**src/rtl/alu_if.sv**
```systemverilog
// ============================================================================
// Module   : alu_if
// Brief    : Operand/opcode request and registered result bundle for the ALU.
// Revision : 1.0
// ============================================================================
`default_nettype none

interface alu_if #(
  parameter int N = 32
);
  logic [N-1:0] A;
  logic [N-1:0] B;
  logic [2:0]   ALUControl;
  logic         in_valid;
  logic [N-1:0] Result;
  logic         oVerflow;
  logic         out_valid;

  modport master (
    output A, B, ALUControl, in_valid,
    input  Result, oVerflow, out_valid
  );

  modport slave (
    input  A, B, ALUControl, in_valid,
    output Result, oVerflow, out_valid
  );
endinterface

`default_nettype wire

```
**src/rtl/alu.sv**
```systemverilog
// ============================================================================
// Module   : alu
// Brief    : N-bit ADD/SUB/AND/XOR/SLT unit with one-cycle registered result.
// Revision : 1.0
// ============================================================================
`default_nettype none

module alu #(
  parameter int N = 32
) (
  input  logic  clk,
  input  logic  rst,
  alu_if.slave  bus
);

  localparam logic [2:0] OP_ADD = 3'b000;
  localparam logic [2:0] OP_SUB = 3'b001;
  localparam logic [2:0] OP_AND = 3'b010;
  localparam logic [2:0] OP_XOR = 3'b011;
  localparam logic [2:0] OP_SLT = 3'b101;

  logic [N-1:0] sum;
  logic [N-1:0] diff;
  logic         add_ovf;
  logic         sub_ovf;
  logic         slt;
  logic [N-1:0] alu_res;
  logic         alu_ovf;

  logic [N-1:0] result_d, result_q;
  logic         ovf_d, ovf_q;
  logic         valid_d, valid_q;

  assign sum  = bus.A + bus.B;
  assign diff = bus.A - bus.B;

  assign add_ovf = (bus.A[N-1] == bus.B[N-1]) && (sum[N-1]  != bus.A[N-1]);
  assign sub_ovf = (bus.A[N-1] != bus.B[N-1]) && (diff[N-1] != bus.A[N-1]);

  // Difference sign is wrong exactly when the subtraction overflowed.
  assign slt = diff[N-1] ^ sub_ovf;

  always_comb begin
    alu_res = '0;
    alu_ovf = 1'b0;
    case (bus.ALUControl)
      OP_ADD: begin
        alu_res = sum;
        alu_ovf = add_ovf;
      end
      OP_SUB: begin
        alu_res = diff;
        alu_ovf = sub_ovf;
      end
      OP_AND:  alu_res = bus.A & bus.B;
      OP_XOR:  alu_res = bus.A ^ bus.B;
      OP_SLT:  alu_res = {{(N-1){1'b0}}, slt};
      default: alu_res = '0;
    endcase
  end

  always_comb begin
    result_d = result_q;
    ovf_d    = ovf_q;
    valid_d  = 1'b0;
    if (bus.in_valid) begin
      result_d = alu_res;
      ovf_d    = alu_ovf;
      valid_d  = 1'b1;
    end
  end

  always_ff @(posedge clk or posedge rst) begin
    if (rst) begin
      result_q <= '0;
      ovf_q    <= 1'b0;
      valid_q  <= 1'b0;
    end else begin
      result_q <= result_d;
      ovf_q    <= ovf_d;
      valid_q  <= valid_d;
    end
  end

  assign bus.Result    = result_q;
  assign bus.oVerflow  = ovf_q;
  assign bus.out_valid = valid_q;

endmodule

`default_nettype wire

```
**src/flat_wrapper.sv**
```systemverilog
// flat-port wrapper written by rule: the top's interface ports become plain ports
module alu_flat 
#(
  parameter int N = 32
)
  (clk, rst, bus_A, bus_B, bus_ALUControl, bus_in_valid, bus_Result, bus_oVerflow, bus_out_valid);
  alu_if #(.N(N)) bus_i ();
  input  logic clk;
  input  logic rst;
  input wire logic [$bits(bus_i.A)-1:0] bus_A;
  input wire logic [$bits(bus_i.B)-1:0] bus_B;
  input wire logic [$bits(bus_i.ALUControl)-1:0] bus_ALUControl;
  input wire logic [$bits(bus_i.in_valid)-1:0] bus_in_valid;
  output wire logic [$bits(bus_i.Result)-1:0] bus_Result;
  output wire logic [$bits(bus_i.oVerflow)-1:0] bus_oVerflow;
  output wire logic [$bits(bus_i.out_valid)-1:0] bus_out_valid;
  assign bus_i.A = bus_A;
  assign bus_i.B = bus_B;
  assign bus_i.ALUControl = bus_ALUControl;
  assign bus_i.in_valid = bus_in_valid;
  assign bus_Result = bus_i.Result;
  assign bus_oVerflow = bus_i.oVerflow;
  assign bus_out_valid = bus_i.out_valid;
  alu #(.N(N)) u_core (.clk(clk), .rst(rst), .bus(bus_i));
endmodule
```
**config.mk**
```make
export PLATFORM = sky130hd
export DESIGN_NAME = alu_flat
export DESIGN_NICKNAME = d
export VERILOG_FILES = /design/src/rtl/alu_if.sv /design/src/rtl/alu.sv /design/src/flat_wrapper.sv
export SDC_FILE = /design/constraint.sdc
export NUM_CORES = 1
export LEC_CHECK = 0
export CAP_MARGIN = 20
export CORE_MARGIN = 1
export CORE_UTILIZATION = 45
export CTS_BUF_LIST = sky130_fd_sc_hd__clkbuf_8
export DETAILED_ROUTE_END_ITERATION = 16
export GPL_TIMING_DRIVEN = 0
export PLACE_DENSITY = 0.74
export SYNTH_ARGS = -nofsm -noshare
export SYNTH_HDL_FRONTEND = slang
export SYNTH_SLANG_ARGS = --single-unit
```
**constraint.sdc**
```tcl
create_clock -name clk -period 1.2 [get_ports clk]
set_input_delay 0.36 -clock clk [delete_from_list [all_inputs] [get_ports clk]]
set_output_delay 0.36 -clock clk [all_outputs]
set_load 0.05 [all_outputs]
```
-- After elaboration in Yosys (flattened, before gate mapping)
Index checks and enable logic that the tools add are counted.
- bits in latches: 0
- memory bits (writable): 0
- memory bits (read-only): 0
- register bits: 34
- memories kept: 0
- output and inout bits: 34
- logic and storage cells: 22
- input port bits: 70
- equal/unequal tests: 8
- bitwise logic cells: 3
- reductions and logical operators: 3
- multiply operators: 0
- shift operators: 0
- $add $sub $neg: 2
- div/mod/pow operators: 0
- multiplexer cells: 3
- magnitude comparators: 0
- operator list (kind ; number):
    $pmux 32 s5 ; 1
    $add 32x32->32 ; 1
    $and 32x32->32 ; 1
    $sub 32x32->32 ; 1
    $xor 32x32->32 ; 1
    $eq 3x2->1 const B ; 2
    $eq 3x1->1 const B ; 1
    $eq 3x3->1 const B ; 1
    $logic_not 3->1 ; 1
    $ne 1x1->1 ; 3
    $logic_and 1x1->1 ; 2
    $pmux 1 s2 ; 1
    $eq 1x1->1 ; 1
    $mux 1 ; 1
    $xor 1x1->1 ; 1

-- Logic depth before layout (Yosys ltp)
Gate-level depths: netlist of the first run.
- word-level depth: 5
- gate-level depth with buffers: 18
- depth with buffers taken out: 17

-- Worst setup path before layout of the first run
Ideal clock, no wire load.
- kind: input -> register
- start point: input port bus_B[9]
- end point: register u_core.ovf_q, in the netlist u_core.bus.oVerflow
- setup time: 88 ps
- stages on the path: 16
- arrival time: 3420 ps
- path buffers: 1
- data required time: 1112 ps
- setup slack: -2309 ps
- cell sequence: inv_1 ha_1 clkbuf_1 o21ai_0 a2111oi_0 a21oi_1 nor4b_1 nor4_1 o21ai_0 a21oi_1 fa_1 xnor2_1 nand3_1 nand2_1 o22ai_1 nor3b_1
- word-level cells in the longest chain between the ends: 4
- elaborated cells on any way between the ends: 7
- those cells by class: 2 x add/sub; 2 x eq/ne; 1 x mux; 2 x reduce/logical
- ends and longest elaborated chain (element ; RTL line ; RTL):
    start: declaration ; flat_wrapper.sv:11 ; input wire logic [$bits(bus_i.B)-1:0] bus_B;
    $sub 32x32->32 or $add 32x32->32 (tied branches) ; alu.sv:35, alu.sv:34 ;
    $ne 1x1->1, on equally long branches ; alu.sv:38, alu.sv:37 ;
    $logic_and 1x1->1, on equally long branches ; alu.sv:38, alu.sv:37 ;
    $pmux 1 s2 * ; alu.sv:46 ; case (bus.ALUControl)
    end signal: assignment ; alu.sv:80 ; ovf_q <= ovf_d;
    end: declaration ; alu.sv:31 ; logic ovf_d, ovf_q;
Every way passes the cells marked *; elsewhere a longest branch is shown, timed or not.
A chain may end at the register's enable or synchronous reset.

-- Final worst setup path of the first run
- start point: input port bus_A[1]
- end point: register u_core.ovf_q, in the netlist u_core.bus.oVerflow
- word-level cells in the longest chain between the ends: 4
- elaborated cells on any way between the ends: 7
- those cells by class: 2 x add/sub; 2 x eq/ne; 1 x mux; 2 x reduce/logical
- ends and longest elaborated chain (element ; RTL line ; RTL):
    start: declaration ; flat_wrapper.sv:10 ; input wire logic [$bits(bus_i.A)-1:0] bus_A;
    $sub 32x32->32 or $add 32x32->32 (tied branches) ; alu.sv:35, alu.sv:34 ;
    $ne 1x1->1, on equally long branches ; alu.sv:38, alu.sv:37 ;
    $logic_and 1x1->1, on equally long branches ; alu.sv:38, alu.sv:37 ;
    $pmux 1 s2 * ; alu.sv:46 ;
Marked as above.

==> flow_metrics.py, run 1 <==
metrics = {
    "sta": {
        "grt_setup_unrepaired": "yes",
        "skew_ps": 0,
        "tightest_slew_ps": 770,
        "fin_crit_sh_pct": 284,
        "timing.fmax_ghz": 0.293,
        "min_period_ps": 3410,
        "hold_violations": 0,
        "setup_viol": 66,
        "fin_ws_ps": -2210,
        "report.final.slew_viol_count": 0,
        "relSlewSlack_pct": 48.6,
    },
    "floorplanning": {
        "die_w_um": 113,
        "io_pins": 104,
        "dieArea_mm2": 0.0128,
        "core_mm2": 0.0120,
        "rows": 40,
        "die_h_um": 113,
        "initial_core_util_pct": 46.2,
    },
    "placed_design": {
        "portBuffers": 101,
        "hpwl_mm": 17.3,
        "gp_congestion": 0.970,
        "preCtsSetupSlack_ps": -3420,
    },
    "clock_network": {
        "clock-root-buffer": "clkbuf_8",
        "clk_pin_slew_ps": 80,
        "numCtsBuffers": 5,
        "clockBufferDepth": 2,
        "ctsHoldBuffers": 0,
        "clk_latency_ps": 300,
        "cts_htree_levels": 2,
        "cts_tree": "done",
        "cts_sinks": 34,
    },
    "global_routing": {
        "antenna_found_initial": 0,
        "grt_pass1_wl_mm": 37.5,
        "grt_max_degree": 19,
        "grt_pass1_vias": 6855,
        "track_usage_pct": 37.8,
        "grt-ovfl-total": 0,
    },
    "cells_and_area": {
        "fillers": 888,
        "syn2layout_area_growth_pct": 62.1,
        "diodes": 0,
        "drive_above_1_share_pct": 40.1,
        "final_core_util_pct": 74.9,
        "fin_nets": 1106,
    },
    "detailed_routing": {
        "wl_per_cell_um": 22.3,
        "wl_met1_mm": 10.2,
        "drtAntennaViolNets": 0,
        "vias": 7271,
        "wl_met2_mm": 11.5,
        "drt_first_pass_iters": 5,
        "drtIter0Drc": 839,
        "highest_layer": "met4",
        "drc": 0,
        "vias_per_cell": 6.50,
        "met3WireLength_mm": 2.22,
        "wl_mm": 24.9,
    },
    "critical_path": {
        "cp_max_fo": 3,
        "worst-setup-path-type": "in -> reg",
        "rrSetupSlack_ps": -60,
        "cp-start-kind": "primary input",
        "required_ps": 1420,
        "worstPathArrival_ps": 3620,
        "critPathCaptureType": "flip-flop",
    },
    "pwr": {
        "power_density_mw_per_mm2": 818,
        "ir_drop_uv": 442,
        "fin_total_pwr_uw": 7360,
        "p_leak_uw": 0.00379,
    },
    "logic_synthesis": {
        "synth_edf_count": 0,
        "synth_top_flop_cell": "dfrtp_1",
        "syn_avg_cell_area_um2": 7.23,
        "syn-instance-count": 767,
        "yosysWarnings": 0,
        "synthArstFlopShare_pct": 100,
        "synth_cell_types": 79,
        "synth_seq_cells": 34,
        "yosysSeqAreaShare_pct": 15.3,
        "syn_nets": 903,
        "netlist_area_mm2": 0.00555,
    },
    "hold_path": {
        "hp-class": "in -> async",
    },
    "status": {
        "violations": "negative setup slack",
        "status": "complete, but fails checks",
    },
    "run": {
        "cap_violations": 0,
    },
}
logic make-up (layout without fill, tap and decap cells):
family                   count (synthesis)  in the layout  share of synthesized area (%)
buffers and inverters                  116            320                           7.94
AO/OA/AOI/OAI                          304            304                           37.2
flip-flops                              34             34                           15.3
AND/OR/NAND/NOR                        212            212                           18.2
adder cells (fa/ha/maj)                 66             66                           15.3
XOR/XNOR                                26             26                           4.10
multiplexers                             9              9                           1.89
cells in the final DEF (no fill, tap or decap), drive strengths merged, types with 17 or more instances in the layout:
cell type	n
dfrtp	34
nand3	20
clkbuf	36
nor3	17
o21ai	59
inv	70
clkdlybuf4s50	24
ha	63
nand2	60
buf	175
xnor2	21
nor2	58
a21oi	81
stage by stage:
stage / TNS, ps / instance area, µm² / hold WS, ps / std cells
after floorplan: -38700 / 5910 / 391 / 767
after global placement: -111960 / 7100 / 472 / 1015
after detailed placement: -91450 / 7130 / 474 / 1016
after CTS: -45240 / 8380 / 515 / 1094
after global routing: -48570 / 8990 / 541 / 1118
final: -46010 / 8990 / 507 / 1118
worst paths after layout:
path,cells after the start,endpoint,start
max,18,u_core.bus.oVerflow,bus_A[1]
min,2,u_core.bus.Result[5],rst
max reg2reg,4,u_core.bus.Result[10],u_core.bus.Result[10]
min reg2reg,2,u_core.bus.Result[5],u_core.bus.Result[5]
max in group asynchronous,3,u_core.bus.Result[25],rst
min in group clk,2,u_core.bus.Result[5],u_core.bus.Result[5]
where the power goes:
group / switching [µW] / internal (µW)
Sequential: 123 / 1280
Clock: 505 / 462
Combinational: 2830 / 2170
synth_stat cells, drive strengths merged (5+ instances only):
library cell	count	area (µm²)
buf	5	23.8
nor2	58	220
o31ai	11	87.6
o21bai	10	75.1
ha	63	788
a21oi	81	409
o21a	9	67.6
nand2	60	225
o31a	6	52.6
o211ai	15	113
o22ai	8	50.1
nand2b	12	75.1
o21ai	59	295
nor3	17	85.1
inv	71	267
mux2i	6	60.1
a31oi	7	43.8
a211oi	13	103
xor2	5	43.8
o221ai	6	58.8
clkbuf	40	150
or3	5	31.3
nor4	10	62.6
o2bb2ai	9	78.8
nor2b	10	62.6
a21o	14	105
nand3	20	100
a22oi	5	37.5
xnor2	21	184
a221oi	7	67.6
dfrtp	34	851
sequential cells by signal, indices dropped and copies added, names as in the netlist:
signal,flops
u_core.bus.out_valid,1
u_core.bus.oVerflow,1
u_core.bus.Result,32
timing repair:
item / CTS / global route
setup buffers: 81 / 27
resized for setup: 539 / 138
endpoints found under the setup margin: 67 / 66
pin swaps: 87 / 72
cloned: 0 / 0
critical path, cell delays in order:
cell	delay (ps)
buf_6	100
ha_4	230
nor2b_4	130
o31a_1	290
o211ai_1	190
buf_4	170
nand3_4	80
a21oi_4	280
nor4b_4	90
nor4_1	230
o21ai_1	150
a21oi_2	180
fa_2	500
xnor2_2	160
nand3_2	100
nand2_2	100
o22ai_1	70
nor3b_1	190
area by class of cell:
cell class | count | area, µm² | share of cell area (%)
multi-input combinational | 617 | 5360 | 59.6
timing repair buffer | 207 | 1890 | 21.0
sequential | 34 | 851 | 9.46
inverter | 71 | 318 | 3.53
buffer | 34 | 292 | 3.24
tap | 147 | 184 | 2.04
clock buffer | 6 | 82.6 | 0.918
clock inverter | 2 | 12.5 | 0.139
routing by layer:
metal  vias up  track usage (%)
met2       484             62.9
met1      3466             50.4
met3        93             4.23
met5         -                0
met4         0             14.5
li1       3228                -
Power figures use the tool's default switching activity.
==> run 2: changes to the inputs <==
--- a/config.mk
+++ b/config.mk
@@ -10,8 +10,9 @@
 export CORE_UTILIZATION = 45
 export CTS_BUF_LIST = sky130_fd_sc_hd__clkbuf_8
 export DETAILED_ROUTE_END_ITERATION = 16
+export DONT_BUFFER_PORTS = 1
 export GPL_TIMING_DRIVEN = 0
-export PLACE_DENSITY = 0.74
+export PLACE_DENSITY = 0.64
 export SYNTH_ARGS = -nofsm -noshare
 export SYNTH_HDL_FRONTEND = slang
 export SYNTH_SLANG_ARGS = --single-unit
==> run 2 against run 1 <==
Effect of this change: cell area down 17%; core utilization down 13 points; largest power group unchanged; the flow still finishes with violations (negative setup slack); wire length down 9.4%; fmax down 0.91%; largest cell class unchanged; clock power down 4.3%; worst hold slack worse by 450 ps; highest routed layer unchanged; critical path type unchanged; final cell count down 13%.
==> flow_metrics.py, run 2 (same netlist as run 1, synthesis figures left out) <==
metrics = {
    "floorplanning": {
        "rows": 40,
        "die_h_um": 113,
        "core_mm2": 0.0120,
        "dieArea_mm2": 0.0128,
        "die_w_um": 113,
        "initial_core_util_pct": 46.2,
        "io_pins": 104,
    },
    "detailed_routing": {
        "wl_per_cell_um": 23.3,
        "drtIter0Drc": 680,
        "drc": 0,
        "drtAntennaViolNets": 0,
        "wl_mm": 22.6,
        "vias_per_cell": 6.76,
        "vias": 6562,
        "drt_first_pass_iters": 8,
    },
    "sta": {
        "tightest_slew_ps": 724,
        "grt_setup_unrepaired": "yes",
        "min_period_ps": 3440,
        "fin_setup_tns_ps": -39480,
        "timing.fmax_ghz": 0.291,
        "fin_crit_sh_pct": 287,
        "skew_ps": 0,
        "relSlewSlack_pct": 51.8,
        "hold_violations": 0,
        "fin_ws_ps": -2240,
        "setup_viol": 39,
        "report.final.slew_viol_count": 0,
    },
    "placed_design": {
        "portBuffers": 0,
        "gp_congestion": 0.958,
        "hpwl_mm": 16.5,
    },
    "status": {
        "violations": "negative setup slack",
        "status": "complete, but fails checks",
    },
    "clock_network": {
        "cts_sinks": 34,
        "clock-root-buffer": "clkbuf_8",
        "cts_tree": "done",
        "numCtsBuffers": 5,
        "cts_htree_levels": 2,
        "clk_pin_slew_ps": 80,
        "clockBufferDepth": 2,
        "clk_latency_ps": 300,
        "ctsHoldBuffers": 0,
    },
    "pwr": {
        "p_leak_uw": 0.00296,
        "intPower_uw": 3250,
        "ir_drop_uv": 448,
        "p_clk_share_pct": 14.6,
        "combPwrFrac_pct": 55.5,
        "swShare_pct": 48.7,
        "fin_total_pwr_uw": 6330,
        "p_sw_uw": 3080,
        "power_frac_seq_pct": 29.9,
        "power_density_mw_per_mm2": 851,
    },
    "critical_path": {
        "crit_chain": "inv_16, ha_4, nor2b_4, o31a_1, o211ai_1, nand3_1, a21oi_4, nor4b_4, nor4_1, o21ai_1, a21oi_2, fa_2, xnor2_1, nand3_1, nand2_1, nor4_1, nor3b_2",
        "cp-start-kind": "primary input",
        "required_ps": 1380,
        "slowest_delay_ps": 470,
        "critPathSlowestCell": "fa_2",
        "cp_max_fo": 3,
        "worstPathArrival_ps": 3610,
        "reg2regPathDepth": 4,
        "critPathCaptureType": "flip-flop",
        "worst-setup-path-type": "in -> reg",
    },
    "cells_and_area": {
        "diodes": 0,
        "final_core_util_pct": 61.9,
        "final_common_cell": "a21oi_1",
        "drive_above_1_share_pct": 32.2,
        "final_cell_mix": "a21oi_1 (64), inv_1 (59), nand2_1 (54), buf_4 (48), nor2_1 (46)",
        "regArea_um2": 892,
        "fillers": 1077,
        "multi_input_area_mm2": 0.00518,
        "largest_reg_flops": 32,
        "fin_nets": 959,
        "syn2layout_area_growth_pct": 34.1,
    },
    "hold_path": {
        "hp-class": "in -> async",
    },
    "global_routing": {
        "grt-ovfl-total": 0,
        "grt_max_degree": 21,
        "track_usage_pct": 34.4,
        "grt_pass1_wl_mm": 34.3,
        "grt_pass1_vias": 6155,
        "antenna_found_initial": 0,
    },
    "run": {
        "cap_violations": 0,
    },
}
## run 2: layer usage
layer  track usage, %  up-vias  share of wire [%]
met1             47.9     3164                 42
met2             54.9      396                 45
met3             4.50       64                9.6
li1                 -     2938                  -
met5                0        -                  0
met4             11.6        0                3.2
## run 2: stage by stage
stage               setup slack, ps  hold slack [ps]  cells  area [µm²]
finish                        -2240             52.6    971        7440
global route                  -2290             69.1    971        7440
CTS                           -2130             71.2    949        6890
detailed placement            -2780              387    915        6120
global placement              -2780              392    914        6090
floorplan                     -2070              391    767        5910
## run 2: power by group through the flow
| stage | clock (µW) | combinational [µW] | sequential [µW] |
|---|---|---|---|
| 6_report | 926 | 3510 | 1890 |
| 3_3_place_gp | 0 | 2600 | 1880 |
| 2_1_floorplan | 0 | 2020 | 1830 |
| 3_5_place_dp | 0 | 2650 | 1880 |
| 5_1_grt | 962 | 3740 | 1910 |
| 4_1_cts | 916 | 3050 | 1890 |
## run 2: critical path: cells and delay by family
kind	cells	cell delay, ps
xor gates and xnor gates	1	150
adders and majority gates	2	680
AOI/OAI and AO/OA	5	1240
buffers and inverters	1	20
and+or+nand+nor	8	1160
## run 2: final timing paths
path                                  startpoint               endpoint  slack (ps)
setup / recovery                        bus_B[1]    u_core.bus.oVerflow       -2240
hold / removal                               rst   u_core.bus.Result[0]          50
setup reg to reg           u_core.bus.Result[10]  u_core.bus.Result[10]        -310
hold reg to reg             u_core.bus.Result[1]   u_core.bus.Result[1]         690
max in group asynchronous                    rst  u_core.bus.Result[21]         590
min in group clk                    bus_in_valid   u_core.bus.out_valid          80
## run 2: repair_timing
item,in CTS,in global routing
gates resized for setup,137,89
buffers inserted,31,26
endpoints found under the setup margin,67,59
pin swaps,51,65
endpoints found under the hold margin,0,0
## run 2: final cells by class
cell class	instances	share of cell area, %
Buffer	37	3.75
Clock buffer	6	1.11
Clock inverter	2	0.118
Inverter	71	4.44
Multi-Input combinational cell	617	69.6
Sequential cell	34	12.0
Tap cell	147	2.47
Timing Repair Buffer	57	6.47
